$ cat src/rtl/ul_srch_pkg.sv
// +--------------------------------------------------------------------+
// | ul_srch_pkg                                                          |
// | Shared constants, SCS helpers and FSM state type for the UL search   |
// | Rev 1.0                                                              |
// +--------------------------------------------------------------------+
`default_nettype none

package ul_srch_pkg;

  localparam logic [1:0] SCS_INV = 2'd0;
  localparam logic [1:0] SCS_5K  = 2'd1;
  localparam logic [1:0] SCS_15K = 2'd2;
  localparam logic [1:0] SCS_30K = 2'd3;

  localparam int NSEG = 10;

  typedef enum logic [1:0] {
    ST_IDLE = 2'd0,
    ST_ACC  = 2'd1,
    ST_SCAN = 2'd2,
    ST_OUT  = 2'd3
  } state_t;

  function automatic logic [4:0] scs_gap(input logic [1:0] scs);
    case (scs)
      SCS_5K:  scs_gap = 5'd18;
      SCS_15K: scs_gap = 5'd6;
      SCS_30K: scs_gap = 5'd3;
      default: scs_gap = 5'd0;
    endcase
  endfunction

  function automatic logic [7:0] scs_re_limit(input logic [1:0] scs);
    case (scs)
      SCS_5K:  scs_re_limit = 8'd180;
      SCS_15K: scs_re_limit = 8'd60;
      SCS_30K: scs_re_limit = 8'd30;
      default: scs_re_limit = 8'd0;
    endcase
  endfunction

endpackage

`default_nettype wire

$ cat src/rtl/ul_srch_90k.sv
// +--------------------------------------------------------------------+
// | ul_srch_90k                                                          |
// | Combinational RE index to 90 kHz search segment / offset mapper      |
// | Rev 1.0                                                              |
// +--------------------------------------------------------------------+
`default_nettype none

module ul_srch_90k
  import ul_srch_pkg::*;
(
  input  logic [1:0] scs,
  input  logic [7:0] re_index,
  output logic [3:0] seg,
  output logic [4:0] mod
);

  // Constant divisors per SCS keep each branch a fixed-ratio divide.
  always_comb begin
    seg = '0;
    mod = '0;
    case (scs)
      SCS_5K: begin
        seg = 4'(re_index / 8'd18);
        mod = 5'(re_index % 8'd18);
      end
      SCS_15K: begin
        seg = 4'(re_index / 8'd6);
        mod = 5'(re_index % 8'd6);
      end
      SCS_30K: begin
        seg = 4'(re_index / 8'd3);
        mod = 5'(re_index % 8'd3);
      end
      default: begin
        seg = '0;
        mod = '0;
      end
    endcase
  end

endmodule

`default_nettype wire

$ cat src/rtl/ul_srch_90k_acc.sv
// +--------------------------------------------------------------------+
// | ul_srch_90k_acc                                                      |
// | Per-symbol segment energy accumulator with peak-segment search       |
// | Rev 1.0                                                              |
// +--------------------------------------------------------------------+
`default_nettype none

module ul_srch_90k_acc
  import ul_srch_pkg::*;
#(
  parameter int PWR_W = 16,
  parameter int ACC_W = 24
) (
  input  logic             clk,
  input  logic             rst,
  input  logic [1:0]       scs,
  input  logic             start,
  input  logic             in_vld,
  output logic             in_rdy,
  input  logic [7:0]       in_re_index,
  input  logic [PWR_W-1:0] in_pwr,
  input  logic             in_last,
  output logic             out_vld,
  input  logic             out_rdy,
  output logic [3:0]       out_seg,
  output logic [ACC_W-1:0] out_peak,
  output logic [7:0]       out_cnt,
  output logic             out_err
);

  state_t             r_state;
  state_t             w_state_nxt;
  logic [1:0]         r_scs;
  logic               r_last_seen;
  logic               r_s1_vld;
  logic [3:0]         r_s1_seg;
  logic [PWR_W-1:0]   r_s1_pwr;
  logic [ACC_W-1:0]   r_bin [NSEG];
  logic [3:0]         r_k;
  logic [ACC_W-1:0]   r_best;
  logic [3:0]         r_best_seg;

  logic               w_start;
  logic               w_hs;
  logic               w_in_range;
  logic [3:0]         w_seg;
  logic [4:0]         w_mod_unused;
  logic [ACC_W:0]     w_sum;
  logic               w_scan_hit;
  logic               w_scan_done;

  ul_srch_90k u_map (
    .scs      (r_scs),
    .re_index (in_re_index),
    .seg      (w_seg),
    .mod      (w_mod_unused)
  );

  assign w_start     = start && (scs != SCS_INV);
  // Ready closes as soon as in_last is taken so the final bin update lands before SCAN.
  assign in_rdy      = (r_state == ST_ACC) && !r_last_seen;
  assign w_hs        = in_vld && in_rdy;
  assign w_in_range  = in_re_index < scs_re_limit(r_scs);
  assign w_sum       = {1'b0, r_bin[r_s1_seg]} + {{(ACC_W + 1 - PWR_W){1'b0}}, r_s1_pwr};
  assign w_scan_hit  = r_bin[r_k] > r_best;
  assign w_scan_done = (r_state == ST_SCAN) && (r_k == 4'(NSEG - 1));
  assign out_vld     = (r_state == ST_OUT);

  always_ff @(posedge clk) begin
    if (rst) r_state <= ST_IDLE;
    else     r_state <= w_state_nxt;
  end

  always_comb begin
    w_state_nxt = r_state;
    if (w_start) begin
      w_state_nxt = ST_ACC;
    end else begin
      case (r_state)
        ST_IDLE: w_state_nxt = ST_IDLE;
        ST_ACC:  if (r_last_seen) w_state_nxt = ST_SCAN;
        ST_SCAN: if (w_scan_done) w_state_nxt = ST_OUT;
        ST_OUT:  if (out_rdy)     w_state_nxt = ST_IDLE;
        default: w_state_nxt = ST_IDLE;
      endcase
    end
  end

  always_ff @(posedge clk) begin
    if (rst || w_start) begin
      r_scs       <= rst ? SCS_INV : scs;
      r_last_seen <= 1'b0;
      r_s1_vld    <= 1'b0;
      r_s1_seg    <= '0;
      r_s1_pwr    <= '0;
      r_k         <= '0;
      r_best      <= '0;
      r_best_seg  <= '0;
      out_cnt     <= '0;
      out_err     <= 1'b0;
      for (int i = 0; i < NSEG; i++) r_bin[i] <= '0;
      if (rst) begin
        out_seg  <= '0;
        out_peak <= '0;
      end
    end else begin
      r_s1_vld <= w_hs && w_in_range;
      r_s1_seg <= w_seg;
      r_s1_pwr <= in_pwr;
      if (w_hs && !w_in_range) out_err <= 1'b1;
      if (w_hs && in_last)     r_last_seen <= 1'b1;

      // Single-stage read-modify-write: the prior update is already in r_bin.
      if (r_s1_vld) begin
        r_bin[r_s1_seg] <= w_sum[ACC_W] ? {ACC_W{1'b1}} : w_sum[ACC_W-1:0];
        if (out_cnt != 8'hFF) out_cnt <= out_cnt + 8'd1;
      end

      if ((r_state == ST_ACC) && r_last_seen) begin
        r_last_seen <= 1'b0;
        r_k         <= '0;
        r_best      <= '0;
        r_best_seg  <= '0;
      end

      if (r_state == ST_SCAN) begin
        if (w_scan_hit) begin
          r_best     <= r_bin[r_k];
          r_best_seg <= r_k;
        end
        r_k <= r_k + 4'd1;
        if (w_scan_done) begin
          r_k      <= '0;
          out_peak <= w_scan_hit ? r_bin[r_k] : r_best;
          out_seg  <= w_scan_hit ? r_k : r_best_seg;
        end
      end
    end
  end

endmodule

`default_nettype wire

$ cat config.mk
export PLATFORM = sky130hd
export DESIGN_NAME = ul_srch_90k_acc
export DESIGN_NICKNAME = d
export VERILOG_FILES = /design/src/rtl/ul_srch_pkg.sv /design/src/rtl/ul_srch_90k.sv /design/src/rtl/ul_srch_90k_acc.sv
export SDC_FILE = /design/constraint.sdc
export NUM_CORES = 1
export LEC_CHECK = 0
export BUFFER_PORTS_ARGS = -buffer_cell sky130_fd_sc_hd__buf_2
export CORE_MARGIN = 8
export CORE_UTILIZATION = 60
export CTS_BUF_LIST = sky130_fd_sc_hd__clkbuf_4 sky130_fd_sc_hd__clkbuf_8
export CTS_CLUSTER_DIAMETER = 50
export DETAILED_ROUTE_END_ITERATION = 10
export PLACE_DENSITY = 0.77
export REMOVE_ABC_BUFFERS = 1
export SLEW_MARGIN = 20
export SYNTH_ARGS = -nofsm -noshare
export SYNTH_HDL_FRONTEND = slang
export SYNTH_SLANG_ARGS = --single-unit
export TNS_END_PERCENT = 10
$ cat constraint.sdc
create_clock -name clk -period 23.9 [get_ports clk]
set_input_delay 3.585 -clock clk [delete_from_list [all_inputs] [get_ports clk]]
set_output_delay 3.585 -clock clk [all_outputs]
set_load 0.03 [all_outputs]
==> results.cfg <==
[setup_path]
crit_top_cell = ha_1
worstSetupEndpointType = flip-flop
worstSetupPathType = primary input to flip-flop
critical_path.max_fanout = 8
reg2reg_depth = 41
startpoint = in_re_index[6]
cp-start-kind = primary input
r2r_start = r_scs[0]$_SDFFCE_PP0P_
slowest_stage = nor4_1
crit_required_ns = 24.43
r2r_setup_slack_ns = 14.77
endpoint = r_s1_seg[0]$_SDFF_PP0_
r2r-end = r_s1_seg[0]$_SDFF_PP0_
slowest_delay_ns = 0.50
worstPathArrival_ns = 11.61

[synthesis]
muxShareOfSynthArea = 0.233
synth-xor-area-share = 0.00658
avgSynthCellArea_sq_um = 13.9
yosysTopAreaCell = edfxtp_1
synthTopCellsByCount = edfxtp_1, nor2_1, mux4_2, clkbuf_1, nand2_1
synthTopCellsByArea = edfxtp_1, mux4_2, dfxtp_1
ys_warn_count = 0
yosysMostFrequentCell = edfxtp_1
netlist_instances = 1815
synth_compound_area_frac = 0.0485
ys_ff_latch = 483
synth_edf_count = 414
synth-adder-area-share = 0.0374
syn-cell-area_sq_um = 25300
synth.top_cell.area_share = 0.491
postSynth.asyncResetShare = 0
synth_top_family_by_area = multiplexers
synth-simple-area-share = 0.102
yosysUniqueCellTypes = 76
ys.flop_type = edfxtp_1
synth_seq_area_share = 0.546

[sta]
skew_ns = 0.0395
rsz0062_at_grt = no
fin_crit_ns = 11.08
finalSetupTns_ns = 0
tightest_slew_ns = 1.12
hold_viol = 0
post-route-period-util = 0.464
setup_viol = 0
max_clock_freq_mhz = 90.3
slew-limit-headroom = 0.250
drv_slew = 0
setup_ws_ns = 12.82

[die]
core_sq_um = 41800
num_io_pins = 71
placementRows = 75
initial_core_util = 0.606
die_h_um = 221
die_area_sq_um = 49000
fp.dieW_um = 221

[power_and_ir_drop]
power.leakage_nw = 9.45
total_power_mw = 2.38
powerDensity_nw_per_um2 = 85.4
ir_worst_vdd_uv = 65.4

[cts]
cts_htree_levels = 3
ctsLongestPathBuffers = 3
cts_made_buffers = 79
post_cts_buffers = 0
clock-sinks = 483
clk_latency_ns = 0.65
cts_resized = 0
hold_buffers = 0
cts_tree = done
cts_root_buf = clkbuf_8
path_clk_slew_ns = 0.07

[routing]
drt_iter0_drc = 2006
drt_pre_antenna_iters = 5
drcViolationCount = 0
dr_total_vias = 16600
postRouteWirelength_mm = 65.0
drtAntennaViolNets = 0
via_per_inst = 6.67
wl_per_cell_um = 26.1

[final_layout]
fill_cells = 2880
diodes = 0
nets = 1995
multiInputGateArea_sq_um = 10900
drive_gt1_frac = 0.276
register_area_sq_um = 13800
area_growth_pct = 10.2

[global_route]
track_usage = 0.264
grt_pass1_vias = 17200
grt-ovfl-total = 0
grt_max_degree = 66
antenna_found_initial = 0
grt_pass1_wl_mm = 99.1

[placed_design]
port_buffers = 70
place_ws_ns = 12.32
gp_congestion = 0.857
place_hpwl_mm = 40.3

[worst_hold_path]
hp-class = flip-flop to flip-flop

[flow_run]
maxCapViolCount = 0

[outcome]
status = complete, no violations
-- logic make-up after synthesis --
logic type,after synthesis
fa+ha+maj,75
xor+xnor,19
buf+inv,179
simple gates,582
mux,290
compound gates,187
flops,483
-- per-stage QoR --
stage               hold WS [ns]  cells  instance area (sq um)  utilization
global route               0.490   2493                  27900        0.668
CTS                        0.469   2493                  27900        0.668
detailed placement         0.458   2346                  26300        0.629
floorplan                  0.448   1700                  24900            -
finish                     0.468   2493                  27900        0.668
global placement           0.447   2346                  26300        0.629
-- placed cells by master (no fill, tap or decap), types with 5 or more instances in the layout --
| cell type | count |
|---|---|
| xor2_1 | 9 |
| or2_2 | 5 |
| ha_1 | 74 |
| nand4_1 | 12 |
| mux2i_1 | 44 |
| clkinv_2 | 6 |
| nand3_1 | 42 |
| nand2b_1 | 15 |
| edfxtp_1 | 414 |
| clkbuf_8 | 88 |
| clkinv_1 | 10 |
| nand2_1 | 74 |
| nor3_1 | 12 |
| nor2b_1 | 20 |
| mux4_2 | 237 |
| inv_1 | 62 |
| a211oi_1 | 5 |
| buf_4 | 37 |
| buf_2 | 70 |
| o21ai_0 | 36 |
| nor2_2 | 8 |
| clkbuf_4 | 37 |
| a21oi_1 | 65 |
| and2_1 | 22 |
| dfxtp_1 | 62 |
| o21ai_1 | 9 |
| xnor2_1 | 10 |
| nand2_2 | 5 |
| nor2_1 | 336 |
| o21a_1 | 11 |
| mux2_2 | 6 |
| a21o_1 | 6 |
-- worst min-delay path by stage --
stage	from	end	slack [ns]	depth (start not counted)
global route	r_best_seg[1]$_SDFF_PP0_	r_best_seg[1]$_SDFF_PP0_	0.49	2
CTS	r_best_seg[1]$_SDFF_PP0_	r_best_seg[1]$_SDFF_PP0_	0.47	2
finish	r_best_seg[1]$_SDFF_PP0_	r_best_seg[1]$_SDFF_PP0_	0.47	2
global placement	out_err$_SDFFE_PP0P_	out_err$_SDFFE_PP0P_	0.45	2
detailed placement	out_err$_SDFFE_PP0P_	out_err$_SDFFE_PP0P_	0.46	2
floorplan	r_best_seg[0]$_SDFF_PP0_	r_best_seg[0]$_SDFF_PP0_	0.45	2
-- cell type report --
| cell class | instances | share of cell area |
|---|---|---|
| Timing Repair Buffer | 107 | 0.0225 |
| Clock buffer | 125 | 0.0534 |
| Clock inverter | 22 | 0.00489 |
| Sequential cell | 483 | 0.496 |
| Inverter | 64 | 0.00862 |
| Multi-Input combinational cell | 1153 | 0.390 |
| Tap cell | 539 | 0.0242 |
-- state kept, by name, summed over array words and instances, names as in the netlist, named ones only --
name,flops
r_s1_seg,4
r_state,2
r_last_seen,1
out_cnt,8
r_scs,2
out_err,1
r_best_seg,4
r_k,4
r_bin,384
out_peak,24
r_best,24
r_s1_vld,1
r_s1_pwr,16
out_seg,4
-- critical path: cells and delay by family --
family                     cells  cell delay, ns
buffers and inverters          2            0.22
adders and majority gates      7            2.17
AOI/OAI and AO/OA             13            2.78
and+or+nand+nor               14            2.07
xor gates and xnor gates       2            0.35
muxes                          2            0.42
-- report_power, final --
part,switching [mW],internal [mW]
clock,0.327,0.407
combinational,0.376,0.285
sequential,0.0461,0.940
-- per-layer routing --
metal	part of all wire	global-route usage	vias up
met5	0	0	-
met4	0.038	0.111	0
met3	0.11	0.0792	185
met2	0.50	0.440	1021
met1	0.35	0.319	8295
li1	-	-	7137
Note: power is estimated with default switching activity, not from simulation.
